<file path="config.mk">
export PLATFORM = sky130hd
export DESIGN_NAME = apb_master_arbiter
export DESIGN_NICKNAME = d
export VERILOG_FILES = /design/src/rtl/apb_arb_pkg.sv /design/src/rtl/apb_rr_arbiter.sv /design/src/rtl/apb_master_arbiter.sv
export SDC_FILE = /design/constraint.sdc
export NUM_CORES = 1
export LEC_CHECK = 0
export ABC_CLOCK_PERIOD_IN_PS = 2200
export BUFFER_PORTS_ARGS = -buffer_cell sky130_fd_sc_hd__buf_2
export CORE_UTILIZATION = 38
export DETAILED_ROUTE_END_ITERATION = 8
export GPL_TIMING_DRIVEN = 0
export PLACE_DENSITY_LB_ADDON = 0.05
export SLEW_MARGIN = 20
export SYNTH_ARGS = -nofsm -noshare
export SYNTH_HDL_FRONTEND = slang
export SYNTH_HIERARCHICAL = 1
export SYNTH_SLANG_ARGS = --single-unit
</file>
<file path="constraint.sdc">
create_clock -name PCLK -period 2.2 [get_ports PCLK]
set_input_delay 0.33 -clock PCLK [delete_from_list [all_inputs] [get_ports PCLK]]
set_output_delay 0.33 -clock PCLK [all_outputs]
set_load 0.01 [all_outputs]
</file>
<file path="src/rtl/apb_arb_pkg.sv">
// rtl/apb_arb_pkg.sv - shared types, defaults and round-robin pick function for the APB master arbiter
package apb_arb_pkg;

  typedef enum logic [1:0] {
    IDLE   = 2'd0,
    SETUP  = 2'd1,
    ACCESS = 2'd2
  } apb_state_e;

  localparam int DEF_NUM_REQ = 4;
  localparam int DEF_ADDR_W  = 8;
  localparam int DEF_DATA_W  = 8;
  localparam int DEF_TIMEOUT = 16;
  localparam int MAX_REQ     = 8;
  localparam int MAX_IDW     = 3;

  // First requester after 'last' (mod n) with valid set; returns 'last' when none is valid.
  function automatic logic [MAX_IDW-1:0] rr_pick(input logic [MAX_REQ-1:0] valid,
                                                 input logic [MAX_IDW-1:0] last,
                                                 input int n);
    logic [MAX_IDW-1:0] pick;
    int idx;
    pick = last;
    for (int k = MAX_REQ; k >= 1; k--) begin
      idx = (int'(last) + k) % n;
      if (k <= n && valid[idx[MAX_IDW-1:0]]) pick = idx[MAX_IDW-1:0];
    end
    return pick;
  endfunction

endpackage

</file>
<file path="src/rtl/apb_rr_arbiter.sv">
// rtl/apb_rr_arbiter.sv - combinational round-robin winner with a registered last-grant pointer
module apb_rr_arbiter
  import apb_arb_pkg::*;
#(
  parameter int NUM_REQ = DEF_NUM_REQ
) (
  input  logic                       PCLK,
  input  logic                       PRESET,
  input  logic [NUM_REQ-1:0]         valid,
  input  logic                       update,
  output logic [$clog2(NUM_REQ)-1:0] winner,
  output logic                       any_valid
);

  localparam int IDW = $clog2(NUM_REQ);

  logic [IDW-1:0]     last_grant;
  logic [MAX_REQ-1:0] valid_ext;

  always_comb begin
    valid_ext                = '0;
    valid_ext[NUM_REQ-1:0]   = valid;
  end

  assign any_valid = |valid;
  assign winner    = IDW'(rr_pick(valid_ext, MAX_IDW'(last_grant), NUM_REQ));

  // Starting at NUM_REQ-1 makes requester 0 the first winner after reset.
  always_ff @(posedge PCLK or posedge PRESET) begin
    if (PRESET) begin
      last_grant <= IDW'(NUM_REQ - 1);
    end else if (update) begin
      last_grant <= winner;
    end
  end

endmodule

</file>
<file path="src/rtl/apb_master_arbiter.sv">
// rtl/apb_master_arbiter.sv - APB master sharing one bus between NUM_REQ requesters with wait-state timeout
module apb_master_arbiter
  import apb_arb_pkg::*;
#(
  parameter int NUM_REQ = DEF_NUM_REQ,
  parameter int ADDR_W  = DEF_ADDR_W,
  parameter int DATA_W  = DEF_DATA_W,
  parameter int TIMEOUT = DEF_TIMEOUT
) (
  input  logic                        PCLK,
  input  logic                        PRESET,
  input  logic [NUM_REQ-1:0]          req_valid,
  input  logic [NUM_REQ-1:0]          req_write,
  input  logic [NUM_REQ*ADDR_W-1:0]   req_addr,
  input  logic [NUM_REQ*DATA_W-1:0]   req_wdata,
  output logic [NUM_REQ-1:0]          req_ready,
  output logic                        rsp_valid,
  output logic [$clog2(NUM_REQ)-1:0]  rsp_id,
  output logic [DATA_W-1:0]           rsp_rdata,
  output logic                        rsp_err,
  output logic                        rsp_timeout,
  output logic                        PSEL,
  output logic                        PENABLE,
  output logic                        PWRITE,
  output logic [ADDR_W-1:0]           PADDR,
  output logic [DATA_W-1:0]           PWDATA,
  output logic                        transfer,
  input  logic [DATA_W-1:0]           PRDATA,
  input  logic                        PREADY,
  input  logic                        PSLVERR
);

  localparam int IDW = $clog2(NUM_REQ);
  localparam int CW  = $clog2(TIMEOUT);

  apb_state_e     state_q, state_d;
  logic [CW-1:0]  wait_cnt;
  logic [IDW-1:0] id_q, winner;
  logic           any_valid, timeout_hit, done, grant;
  logic [ADDR_W-1:0] sel_addr;
  logic [DATA_W-1:0] sel_wdata;
  logic              sel_write;

  apb_rr_arbiter #(.NUM_REQ(NUM_REQ)) u_arb (
    .PCLK      (PCLK),
    .PRESET    (PRESET),
    .valid     (req_valid),
    .update    (grant),
    .winner    (winner),
    .any_valid (any_valid)
  );

  // A timeout ends the transfer exactly like PREADY would, so both feed 'done'.
  assign timeout_hit = (state_q == ACCESS) && !PREADY && (wait_cnt == CW'(TIMEOUT - 1));
  assign done        = (state_q == ACCESS) && (PREADY || timeout_hit);
  assign grant       = ((state_q == IDLE) || done) && any_valid;
  assign transfer    = done && any_valid;
  assign req_ready   = grant ? (NUM_REQ'(1) << winner) : '0;
  assign PSEL        = (state_q != IDLE);
  assign PENABLE     = (state_q == ACCESS);

  always_comb begin
    sel_addr  = '0;
    sel_wdata = '0;
    sel_write = 1'b0;
    for (int i = 0; i < NUM_REQ; i++) begin
      if (winner == IDW'(i)) begin
        sel_addr  = req_addr[i*ADDR_W +: ADDR_W];
        sel_wdata = req_wdata[i*DATA_W +: DATA_W];
        sel_write = req_write[i];
      end
    end
  end

  always_comb begin
    state_d = state_q;
    case (state_q)
      IDLE:    if (grant) state_d = SETUP;
      SETUP:   state_d = ACCESS;
      ACCESS:  if (done) state_d = any_valid ? SETUP : IDLE;
      default: state_d = IDLE;
    endcase
  end

  always_ff @(posedge PCLK or posedge PRESET) begin
    if (PRESET) begin
      state_q  <= IDLE;
      wait_cnt <= '0;
    end else begin
      state_q <= state_d;
      if (grant) begin
        wait_cnt <= '0;
      end else if ((state_q == ACCESS) && !PREADY && !timeout_hit) begin
        wait_cnt <= wait_cnt + 1'b1;
      end
    end
  end

  // Bus controls only move on acceptance edges, keeping them stable through the transfer.
  always_ff @(posedge PCLK or posedge PRESET) begin
    if (PRESET) begin
      PADDR  <= '0;
      PWDATA <= '0;
      PWRITE <= 1'b0;
      id_q   <= '0;
    end else if (grant) begin
      PADDR  <= sel_addr;
      PWDATA <= sel_wdata;
      PWRITE <= sel_write;
      id_q   <= winner;
    end
  end

  always_ff @(posedge PCLK or posedge PRESET) begin
    if (PRESET) begin
      rsp_valid   <= 1'b0;
      rsp_id      <= '0;
      rsp_rdata   <= '0;
      rsp_err     <= 1'b0;
      rsp_timeout <= 1'b0;
    end else begin
      rsp_valid <= done;
      if (done) begin
        rsp_id      <= id_q;
        rsp_rdata   <= (!PWRITE && !timeout_hit) ? PRDATA : '0;
        rsp_err     <= (PREADY && PSLVERR) || timeout_hit;
        rsp_timeout <= timeout_hit;
      end else begin
        rsp_id      <= '0;
        rsp_rdata   <= '0;
        rsp_err     <= 1'b0;
        rsp_timeout <= 1'b0;
      end
    end
  end

endmodule

</file>
==> results of run 1 <==
## through the flow
stage               cell area (um^2)  cells  worst slack, ps
floorplan                       2188    153            8.862
global placement                2879    345           -202.1
detailed placement              2899    346           -261.5
CTS                             3077    363           -91.62
global route                    3147    365           -182.3
finish                          3147    365           -127.9
## placed cells by master (no fill, tap or decap), drive strengths merged, types with 3 or more instances in the layout
master / instances
nand3: 3
and2: 11
a21oi: 3
nor3b: 3
mux2: 19
dfrtp: 38
clkbuf: 10
o21ai: 7
mux4: 17
inv: 8
buf: 136
## flip-flops by register name, indices dropped and copies added, names as in the netlist
register	flops
rsp_valid	1
wait_cnt	4
rsp_id	2
rsp_err	1
u_arb/last_grant	2
state_q	2
PWDATA	8
rsp_rdata	8
PADDR	8
id_q	2
PWRITE	1
rsp_timeout	1
## routing by layer
metal	part of all wire, %	wire length (um)
met5	0	0
met3	7.3	369
met2	48	2460
met1	43	2167
met4	1.5	78
## worst max-delay path: cells and delay by family (launching register included)
family / cells / cell delay, ps
flip-flops: 1 / 580
buffers and inverters: 2 / 300
AND/OR/NAND/NOR: 2 / 330
AO/OA/AOI/OAI: 2 / 490
## timing repair
item | in CTS | in global routing
resized for setup | 17 | 13
hold buffers | 0 | 0
setup endpoints to repair | 22 | 22
buffers inserted | 9 | 2
gates cloned | 1 | 0
pin swaps | 3 | 2
## power groups by stage
stage | clock network, W | logic (W) | registers [W]
after global routing | 0.000561 | 0.00238 | 0.00123
after detailed placement | 0 | 0.00188 | 0.00119
after global placement | 0 | 0.00186 | 0.00119
after floorplan | 0 | 0.00126 | 0.00126
after CTS | 0.000530 | 0.00211 | 0.00118
final | 0.000509 | 0.00221 | 0.00119
## how the worst min path moves through the flow
stage | end | slack (ps) | cells past startpoint
after global placement | u_arb/last_grant[0]$_DFFE_PP1P_ | 380 | 2
after CTS | PADDR[6]$_DFFE_PP0P_ | 9 | 2
after floorplan | u_arb/last_grant[0]$_DFFE_PP1P_ | 240 | 1
final | PADDR[6]$_DFFE_PP0P_ | 8 | 2
after global routing | PADDR[2]$_DFFE_PP0P_ | 20 | 2
after detailed placement | PADDR[6]$_DFFE_PP0P_ | 330 | 2
## logic make-up after synthesis
kind of cell	after synthesis	synth area share, %
flip-flops	40	45.85
adder cells (fa/ha/maj)	1	0.5717
buffers and inverters	15	5.146
multiplexers	36	28.47
AO/OA/AOI/OAI	24	8.863
AND/OR/NAND/NOR	37	11.09
## cell type report
type	count	area, um^2
Tap cell	72	90.09
Clock inverter	1	7.507
Fill cell	486	2394
Clock buffer	7	86.33
Multi-Input combinational cell	98	1121
Timing Repair Buffer	133	723.2
Sequential cell	40	1003
Inverter	8	30.03
Buffer	6	85.08
==> impl.org, run 1 <==
** Floorplanning
- Die Ht :: 77.89 um
- Number of top-level pins :: 121
- Die Outline Area :: 0.006066 mm^2
- # rows :: 27
- Die W :: 77.89 um
- Initial cell density of the core :: 39.50%
- The floorplan step defined a core boundary enclosing 0.005540 mm^2.

** Global routing
- The global routing stage identified its most utilized layer as met2.
- Via count of the first global-routing pass :: 1716
- In the global route stage, overall resource usage came out at 17.55%.
- Global routing consumed, on the met3 layer, 5.294% of the routing resources.
- The number of antenna violations at the first check in global routing came to 0.
- Summed over all layers, the global routing overflow is 0.
- The first global-routing pass estimated 8107 um of wire.
- In the global route stage, met2 resource usage came out at 29.47%.
- Met1 demand-to-capacity share in global routing :: 21.36%
- Entering global routing, the biggest net connects 26 pins.

** Outcome
- Failing checks :: setup timing
- Result of the run :: complete, but fails checks

** Routing
- After detailed routing, the number of remaining DRC violations is 0.
- Via count of the routed design :: 1799
- Initial drt markers :: 83
- Once detail routing completed, the nets flagged for antenna violations numbered 0.
- Wire length per cell after detailed routing :: 13.90 um
- DRT Wirelength :: 5075 um
- Dividing the detail-routed via count by the number of cells gives 4.929.
- Router iterations before antenna repair :: 4

** Timing
- Setup violations remaining at the end of the flow were counted as 21.
- Headroom to the max-slew limit came out at 58.12%.
- Setup tns final :: -1381 ps
- Hold Worst Slack :: 7.568 ps
- Derived from the worst setup path, the maximum achievable clock frequency is 0.4296 GHz.
- Max-slew violations :: 0
- In the finished design, the share of the clock period the worst path needs comes to 105.8%.
- Worst-margin pin slew :: 626.8 ps
- RSZ-0062 raised after global routing :: true
- Between clock sinks in the finished design, the worst skew comes to 2.631 ps.
- Least setup slack across all paths after layout :: -127.9 ps
- Final hold viol count :: 0
- Min Tclk post-route :: 2328 ps

** Synth
- For this run, the number of Yosys warnings is 6.
- In the synthesized netlist the dominant register cell turns out to be sky130_fd_sc_hd__dfrtp_1.
- Area share of the largest cell type after synthesis :: 43.45%
- Avg Cell Area, Syn :: 14.30 um^2
- After synthesis, the share of flip-flops with an asynchronous set or reset is 100.0%.
- Synthesis-stage register bit count :: 40
- In the post-synthesis netlist, the biggest area contributors are sky130_fd_sc_hd__dfrtp_1 (43%), sky130_fd_sc_hd__mux4_2 (10%), sky130_fd_sc_hd__mux2_2 (9.8%).
- Number of distinct library cells after synthesis :: 43
- In this run the cell area of the synthesized design comes to 0.002188 mm^2.
- Counting every instance in the synthesized netlist gives 153.
- Number of flops mapped to enable cells by yosys :: 0
- Sequential element share of the synthesized area :: 45.85%
- Synthesis produced a netlist with a net count of 238.
- Cell accounting for the most synthesized area :: sky130_fd_sc_hd__dfrtp_1
- In the synthesized netlist, the cells that appear most often are sky130_fd_sc_hd__dfrtp_1 (38), sky130_fd_sc_hd__mux2_2 (19), sky130_fd_sc_hd__and2_1 (11), sky130_fd_sc_hd__mux4_2 (10), sky130_fd_sc_hd__inv_1 (8).
- Among all cell types in the netlist, the one instantiated most often is sky130_fd_sc_hd__dfrtp_1.

** Critical path
- Max incr delay on CP :: 580 ps
- Data on the critical path arrives at its endpoint at 2000 ps.
- Ordered list of cells on the worst path :: nand2b_4, a21oi_2, a311o_2, buf_8, and3b_1, buf_2
- STA classifies the critical path startpoint as a register.
- Worst Setup SP :: u_arb/last_grant[1]$_DFFE_PP1P_
- The worst register-to-register path has a depth of 7.
- In this run the worst path has a maximum fanout of 5.
- The worst register-to-register path has a setup slack of -90 ps.
- Among all stages on the critical path, the largest delay is contributed by sky130_fd_sc_hd__dfstp_2.
- Crit Path Class :: register to output port
- In this run the critical register-to-register path is launched from u_arb/last_grant[1]$_DFFE_PP1P_.
- In this run the worst setup path terminates at req_ready[2].
- Worst reg2reg path endpoint :: PADDR[7]$_DFFE_PP0P_
- The worst setup path is captured at an output port.
- STA puts the critical path data required time at 1870 ps.

** Clock network
- Worst-skew pair later-pin latency :: 290 ps
- H-tree Lvls :: 2
- Clock-pin slew was measured on the worst setup and hold paths at 80 ps.
- CTS Buf Count :: 5
- Deepest clock path buffer count :: 2
- TritonCTS clock tree :: done
- CTS Root Cell :: sky130_fd_sc_hd__clkbuf_8
- Clock Sinks :: 40

** Worst hold path
- Path type of the worst min-delay path :: input port to asynchronous set/reset pin

** Power and ir drop
- Part of the power in combinational logic :: 56.5%
- Switching Share :: 33.84%
- For this design the total switching power over the nets is 0.001324 W.
- Cell area power density :: 1244 mW/mm^2
- The analysis attributes to cell leakage a power of 1.580 nW.
- The internal portion of the total power is 0.002589 W.
- The clock network burns 13.0% of the power.
- Peak supply drop :: 627.9 uV
- Total power consumption of the routed design :: 0.003914 W
- Sequential cells account for 30.5% of the total power.

** Layout
- Final nets :: 377
- Area delta synth->final :: 43.80%
- At the end of the flow the core is filled with cells to 56.80%.
- The post-route netlist has 68.94% of its cells at a drive strength greater than 1.
- The repair_antennas step left the layout with diodes totalling 0.

** Placed design
- Once detailed placement completed, the half-perimeter wirelength came to 3720 um.
- GP Congestion :: 0.7576
- Number of port buffers :: 120

** Flow run
- Max-cap violation count :: 0
Note: power is estimated with default switching activity, not from simulation.
==> run 2, diff against run 1 <==
--- a/config.mk
+++ b/config.mk
@@ -5,10 +5,10 @@
 export SDC_FILE = /design/constraint.sdc
 export NUM_CORES = 1
 export LEC_CHECK = 0
-export ABC_CLOCK_PERIOD_IN_PS = 2200
-export BUFFER_PORTS_ARGS = -buffer_cell sky130_fd_sc_hd__buf_2
+export ABC_CLOCK_PERIOD_IN_PS = 2450
 export CORE_UTILIZATION = 38
 export DETAILED_ROUTE_END_ITERATION = 8
+export DONT_BUFFER_PORTS = 1
 export GPL_TIMING_DRIVEN = 0
 export PLACE_DENSITY_LB_ADDON = 0.05
 export SLEW_MARGIN = 20
==> constraint.sdc (replaced) <==
create_clock -name PCLK -period 2.45 [get_ports PCLK]
set_input_delay 0.3675 -clock PCLK [delete_from_list [all_inputs] [get_ports PCLK]]
set_output_delay 0.3675 -clock PCLK [all_outputs]
set_load 0.02 [all_outputs]
==> impl.org, run 2 (synthesis results as in run 1) <==
** Floorplanning
- The placeable core region was 0.005540 mm^2 (unchanged).
- The width of the die is 77.89 um (unchanged).
- Die Ht :: 77.89 um (unchanged)
- The starting utilization of the core area is 39.50% (unchanged).
- The count of standard-cell rows came to 27 (unchanged).
- The count of boundary I/O pins was 121 (unchanged).
- The area enclosed by the die boundary was 0.006066 mm^2 (unchanged).

** Critical path
- Among all stages on the critical path, the largest delay is contributed by sky130_fd_sc_hd__dfstp_2.
- The signal arrival time at the worst endpoint was 1970 ps (-30 ps).
- Required time at the worst-slack endpoint :: 2080 ps (+210 ps)
- The maximum single-stage delay on the critical path came to 600 ps (+20 ps).
- Crit Path Class :: register to output port
- Ordered list of cells on the worst path :: nand2b_4, a21oi_2, a311o_2, buf_8, and3b_2
- Critical path launch point type :: register
- Endpoint type of the worst setup path :: output port
- The maximum fanout encountered on the critical timing path came to 10 (+5).

** Clock network
- CTS Root Cell :: sky130_fd_sc_hd__clkbuf_8
- H-tree Lvls :: 2 (unchanged)
- Deepest clock path buffer count :: 2 (unchanged)
- Worst-skew pair later-pin latency :: 290 ps (about the same)
- The clock buffer count from CTS is 5 (unchanged).
- Clock Sinks :: 40 (unchanged)
- TritonCTS built the clock tree.
- The clock slew seen by the registers of the worst setup and hold paths is 80 ps (about the same).

** Power and ir drop
- The sequential share of power is 39.6% (+9.1 points).
- The part of the power in the clock network is 16.1% (+3.1 points).
- The switching power was 0.001255 W (-5.2%).
- Total internal power :: 0.002095 W (-19%)
- The leakage power figure came to 1.073 nW (-32%).
- Cell area power density :: 1331 mW/mm^2 (+7.0%)
- Total power consumption of the routed design :: 0.003350 W (-14%)
- The worst IR drop on VDD came to 668.1 uV (+6.4%).
- The net switching fraction of the power came to 37.47% (+3.6 points).
- Part of the power in combinational logic :: 44.3% (-12 points)

** Layout
- The number of fillers in the final layout came to 515 (+6.0%).
- The multi-input logic area is 0.001099 mm^2 (-2.0%).
- Most frequent standard cell in the layout excluding fill and tap cells :: sky130_fd_sc_hd__dfrtp_1
- The final instance area is 0.002516 mm^2 (-20%).
- From synthesis to final layout, the design area changed by 14.98%.
- Final nets :: 253 (-33%)
- In the layout the commonest cells are sky130_fd_sc_hd__dfrtp_1 (38), sky130_fd_sc_hd__mux2_2 (19), sky130_fd_sc_hd__and2_1 (11), sky130_fd_sc_hd__mux4_2 (10).
- Largest registers in the final layout :: PADDR: 8 flops, PWDATA: 8 flops, rsp_rdata: 8 flops
- Sequential cell area :: 0.001003 mm^2 (unchanged)
- Layout cell share with drive strength beyond 1 :: 41.42% (-28 points)
- Number of antenna diodes :: 0 (unchanged)

** Routing
- The average wire per standard cell was 19.70 um (+42%).
- The number of design-rule violations left by the first detailed-router iteration came to 26 (-69%).
- The number of search-and-repair iterations in the first detailed-routing pass is 4 (unchanged).
- The via count came to 1402 (-22%).
- The remaining antenna violation count after routing is 0 (unchanged).
- The via-per-instance ratio is 5.817 (+18%).
- DRT Wirelength :: 4748 um (-6.4%)
- DR DRC count :: 0 (unchanged)

** Timing
- Min Tclk post-route :: 2341 ps
- The final critical-path setup slack was 108.8 ps (+236.7 ps).
- The worst clock skew on the final layout was 3.927 ps (+1.296 ps).
- The total setup violations reported at the end of the flow was 0 (-100%).
- The transition time of the tightest slew-check pin is 595.0 ps (-31.83 ps).
- The worst path uses 95.56% of the clock period.
- Normalized max-slew margin :: 60.25% (+2.1 points)
- The number of hold violations in the final report was 0 (unchanged).
- Highest attainable clock frequency :: 0.4271 GHz
- Setup repair after global routing left no endpoint under its margin.
- Hold Worst Slack :: 192.1 ps (+184.6 ps)
- The final-report max-slew violation count is 0 (unchanged).

** Global routing
- The total routing usage reported by global routing was 16.15% (-1.4 points).
- The via count of the first global-routing pass came to 1490 (-13%).
- The largest net degree at the start of global routing was 26 (unchanged).
- Number of antenna violations at the first check in global routing :: 0 (unchanged)
- The global-route wire length before repair is 7327 um (-9.6%).
- The overall overflow remaining after global route is 0 (unchanged).

** Placed design
- The half-perimeter wire length after detailed placement came to 3684 um (-0.95%).
- The placer congestion estimate was 0.7752 (+2.3%).
- The instance area at placement came to 0.002306 mm^2 (-20%).
- The worst setup timing slack at the placement stage came to -268.0 ps (-6.483 ps).
- The number of input and output port buffers inserted was 0 (-100%).

** Outcome
- Result of the run :: finished, final reports clean

** Worst hold path
- The tightest min-delay check is of the input port to register type.

** Flow run
- The number of max-capacitance violations reported was 0 (unchanged).
-- run 2: cell count changes in the layout (fill, tap and decap cells not counted), moves of 2 or more --
| cell | delta |
|---|---|
| sky130_fd_sc_hd__mux2_2 | +8 |
| sky130_fd_sc_hd__buf_4 | -5 |
| sky130_fd_sc_hd__mux4_1 | +7 |
| sky130_fd_sc_hd__buf_2 | -119 |
| sky130_fd_sc_hd__mux4_2 | -7 |
| sky130_fd_sc_hd__mux2_4 | -8 |
| sky130_fd_sc_hd__clkbuf_8 | -2 |
-- run 2: worst paths after layout --
| path | cells after the start | endpoint | start | slack (ps) |
|---|---|---|---|---|
| worst max-delay path | 5 | req_ready[2] | u_arb/last_grant[1]$_DFFE_PP1P_ | 110 |
| worst min-delay path | 1 | rsp_err$_DFF_PP0_ | PSLVERR | 190 |
| worst min register to register | 1 | rsp_id[0]$_DFF_PP0_ | id_q[0]$_DFFE_PP0P_ | 480 |
| min in group asynchronous | 2 | PWDATA[7]$_DFFE_PP0P_ | PRESET | 530 |
| worst max register to register | 6 | PWDATA[2]$_DFFE_PP0P_ | u_arb/last_grant[0]$_DFFE_PP1P_ | 130 |
| max in group asynchronous | 3 | id_q[0]$_DFFE_PP0P_ | PRESET | 1490 |
-- run 2: layer usage --
metal / GRT usage, % / wire length (um) / share of wire, %
met5: 0 / 0 / 0
met4: 5.472 / 54 / 1.1
met2: 29.82 / 2621 / 55
met3: 6.941 / 498 / 10
met1: 16.01 / 1574 / 33
-- run 2: area by class of cell --
cell class / instances / area share, %
multi-input cells: 98 / 43.66
flip-flops and latches: 40 / 39.88
repair buffers: 9 / 4.078
well taps: 72 / 3.580
plain buffers: 6 / 3.183
clock buffers: 5 / 2.735
clock inverters: 3 / 1.691
inverters: 8 / 1.193
-- run 2: worst max-delay path: cells and delay by family (launching register included) --
kind,cells,cell delay [ps]
DFF,1,600
AOI/OAI and AO/OA,2,470
and+or+nand+nor,2,440
buffers and inverters,1,170
-- run 2: what timing repair did --
item	4_1_cts	5_1_grt
setup buffers	1	6
hold buffers	1	0
gates resized for setup	5	5
endpoints found under the setup margin	5	12
hold endpoints to repair	15	0
pin swaps	2	1
-- run 2: stage by stage --
stage	std cells	setup TNS, ps	utilization [%]
final	241	0	45.42
after global routing	241	0	45.42
after CTS	236	0	44.17
after detailed placement	226	-268.0	41.62
after global placement	225	-217.7	41.12
after floorplan	153	0	-
-- run 2: power groups by stage --
stage               Sequential, W  Combinational [W]  Clock [W]
floorplan                 0.00126            0.00116          0
global placement          0.00132            0.00131          0
detailed placement        0.00133            0.00136          0
CTS                       0.00132            0.00140   0.000553
global route              0.00136            0.00160   0.000580
finish                    0.00133            0.00148   0.000538
==> run 3, diff against run 2 <==
--- a/config.mk
+++ b/config.mk
@@ -5,7 +5,8 @@
 export SDC_FILE = /design/constraint.sdc
 export NUM_CORES = 1
 export LEC_CHECK = 0
-export ABC_CLOCK_PERIOD_IN_PS = 2450
+export ABC_CLOCK_PERIOD_IN_PS = 3000
+export CORE_MARGIN = 2
 export CORE_UTILIZATION = 38
 export DETAILED_ROUTE_END_ITERATION = 8
 export DONT_BUFFER_PORTS = 1
==> constraint.sdc (replaced) <==
create_clock -name PCLK -period 3 [get_ports PCLK]
set_input_delay 0.45 -clock PCLK [delete_from_list [all_inputs] [get_ports PCLK]]
set_output_delay 0.45 -clock PCLK [all_outputs]
set_load 0.02 [all_outputs]
==> impl.org, run 3 (synthesis results as in run 1) <==
** Outcome
- The run finished with clean final reports.

** Timing
- The total setup violations reported at the end of the flow was 0 (unchanged).
- Min Tclk post-route :: 2831 ps
- The transition time of the tightest slew-check pin was 775.4 ps (+180.4 ps).
- Setup repair after global routing left no endpoint under its margin.
- Setup tns final :: 0 ps (unchanged)
- Normalized max-slew margin :: 47.76% (-12 points)
- The final-report max-slew violation count is 0 (unchanged).
- Dividing the final minimum period by the clock period gives 94.37%.
- Clock Skews :: 6.170 ps (+2.242 ps)
- For this run, the top clock speed supported by timing is 0.3532 GHz.
- Final hold viol count :: 0 (unchanged)

** Critical path
- Arrival time of data at the critical path endpoint :: 2380 ps (+410 ps)
- Walking the worst path, the cells encountered are buf_4, nand2b_1, a21oi_2, a311o_2, clkbuf_8, nor3b_1.
- Master of the slowest instance on the critical path :: sky130_fd_sc_hd__nor3b_1
- Critical path buffer and inverter count :: 2 (+1)
- Kind of cell adding the most delay to the critical path :: simple AND/OR/NAND/NOR gates
- Minimum setup slack among reg-to-reg paths :: 590 ps (+460 ps)
- Endpoint type of the worst setup path :: output port
- Logic depth of the worst setup path including buffers :: 6 (+1)
- The maximum fanout encountered on the critical timing path was 10 (unchanged).
- Worst r2r path cells :: 6 (unchanged)
- Worst reg2reg startpoint :: u_arb/last_grant[0]$_DFFE_PP1P_
- The critical path is of the register to output port type.
- The critical path data required time is 2550 ps (+470 ps).
- Worst reg2reg path endpoint :: PWDATA[3]$_DFFE_PP0P_
- Max incr delay on CP :: 590 ps (about the same)
- Critical path launch point type :: register

** Layout
- The utilization after layout is 43.38% (-2.0 points).
- Layout cell share with drive strength beyond 1 :: 36.59% (-4.8 points)
- The multi-input logic area came to 0.001072 mm^2 (-2.4%).
- Area delta synth->final :: 9.834%
- The total number of nets in the final design is 248 (-2.0%).
- Sequential cell area :: 0.001003 mm^2 (unchanged)
- Number of antenna diodes :: 0 (unchanged)
- The number of fillers in the final layout is 510 (-0.97%).
- In the final layout, the registers with the most flip-flops are PADDR: 8 flops, PWDATA: 8 flops, rsp_rdata: 8 flops.
- Most frequent standard cell in the layout excluding fill and tap cells :: sky130_fd_sc_hd__dfrtp_1
- The post-route non-filler standard cell count was 236 (-2.1%).
- In the layout the commonest cells are sky130_fd_sc_hd__dfrtp_1 (38), sky130_fd_sc_hd__mux2_2 (19), sky130_fd_sc_hd__and2_1 (11), sky130_fd_sc_hd__mux4_2 (10), sky130_fd_sc_hd__clkbuf_8 (8).

** Worst hold path
- The min-delay analysis places its worst path in the category input port to asynchronous set/reset pin.

** Routing
- Via count of the routed design :: 1391 (-0.78%)
- The number of design-rule violations left by the first detailed-router iteration was 33 (+27%).
- The number of search-and-repair iterations in the first detailed-routing pass came to 4 (unchanged).
- DRT Wirelength :: 4787 um (+0.82%)
- The via-per-instance ratio came to 5.894 (+1.3%).
- The post-route DRC violation count is 0 (unchanged).
- The average wire per standard cell came to 20.28 um (+3.0%).
- The remaining antenna violation count after routing is 0 (unchanged).

** Clock network
- Count of instances resized after the clock tree is built :: 0 (-5)
- The clock buffer count from CTS is 5 (unchanged).
- The maximum buffer depth of the clock tree came to 2 (unchanged).
- Worst-skew pair later-pin latency :: 290 ps (about the same)
- CTS placed an instance of sky130_fd_sc_hd__clkbuf_8 at the clock tree root.
- Reg clk slew, reported paths :: 80 ps (about the same)
- Clock Sinks :: 40 (unchanged)
- H-tree Lvls :: 2 (unchanged)
- TritonCTS built the clock tree.

** Placed design
- The cell count after placement came to 226 (unchanged).
- The half-perimeter wire length after detailed placement was 3786 um (+2.8%).
- Number of port buffers :: 0 (unchanged)
- The placer congestion estimate came to 0.7614 (-1.8%).

** Global routing
- Number of antenna violations at the first check in global routing :: 0 (unchanged)
- Global-route total usage across every layer :: 15.11% (-1.0 points)
- The global-route wire length before repair is 7251 um (-1.0%).
- The overall overflow remaining after global route is 0 (unchanged).
- Via count of the first global-routing pass :: 1478 (-0.81%)
- The largest net degree at the start of global routing was 27 (+3.8%).

** Floorplanning
- The height of the die is 79.89 um (+2.6%).
- Die W :: 79.89 um (+2.6%)
- The count of boundary I/O pins was 121 (unchanged).
- # rows :: 27 (unchanged)
- Core Region :: 0.005540 mm^2 (unchanged)
- Die Outline Area :: 0.006382 mm^2 (+5.2%)
- Initial cell density of the core :: 39.50% (unchanged)

** Flow run
- The number of max-capacitance violations reported came to 0 (unchanged).

** Power and ir drop
- The leakage power figure is 1.022 nW (-4.8%).
- The worst IR drop on VDD is 424.6 uV (-36%).
- The ratio of total power to cell area is 1055 mW/mm^2 (-21%).
## run 3: routing by layer
metal	GRT usage (%)	vias to the layer above	wire [um]
met5	0	-	0
met4	5.085	0	77
met3	7.127	10	580
met2	26.83	100	2480
met1	15.54	676	1649
li1	-	605	-
## run 3: repair_timing
action                                  CTS  global route
hold buffers                              1             0
setup buffers                             1             0
endpoints found under the hold margin    12             0
endpoints found under the setup margin    1             0
## run 3: where the power goes
group	internal, W	leakage (nW)	switching (W)
clock network	0.000162	0.0479	0.000195
registers	0.000745	0.502	0.000328
logic	0.000632	0.472	0.000474
## run 3: how the worst max path moves through the flow
| stage | start | to | slack, ps |
|---|---|---|---|
| 4_1_cts | u_arb/last_grant[1]$_DFFE_PP1P_ | req_ready[0] | 160 |
| 3_5_place_dp | wait_cnt[0]$_DFFE_PP0P_ | req_ready[0] | 160 |
| 3_3_place_gp | wait_cnt[0]$_DFFE_PP0P_ | req_ready[0] | 260 |
| 2_1_floorplan | wait_cnt[0]$_DFFE_PP0P_ | req_ready[0] | 540 |
| 5_1_grt | u_arb/last_grant[1]$_DFFE_PP1P_ | req_ready[0] | 70 |
| 6_report | u_arb/last_grant[1]$_DFFE_PP1P_ | req_ready[0] | 170 |
## run 3: per-stage QoR
step	total power [W]	hold WS [ps]	setup WS [ps]	cell area, um^2
global route	0.002692	68.40	74.40	2404
finish	0.002537	66.71	169.0	2404
global placement	0.002147	374.5	257.3	2278
CTS	0.002575	58.07	162.7	2404
detailed placement	0.002201	312.3	164.6	2298
floorplan	0.001984	361.5	542.4	2188
## run 3: area by class of cell
cell class,instances,share of cell area (%)
buffer,7,3.436
clock buffer,5,2.863
clock inverter,3,0.7808
inverter,8,1.249
multi-input combinational,98,44.61
sequential,40,41.75
tap,72,3.748
timing repair buffer,3,1.562
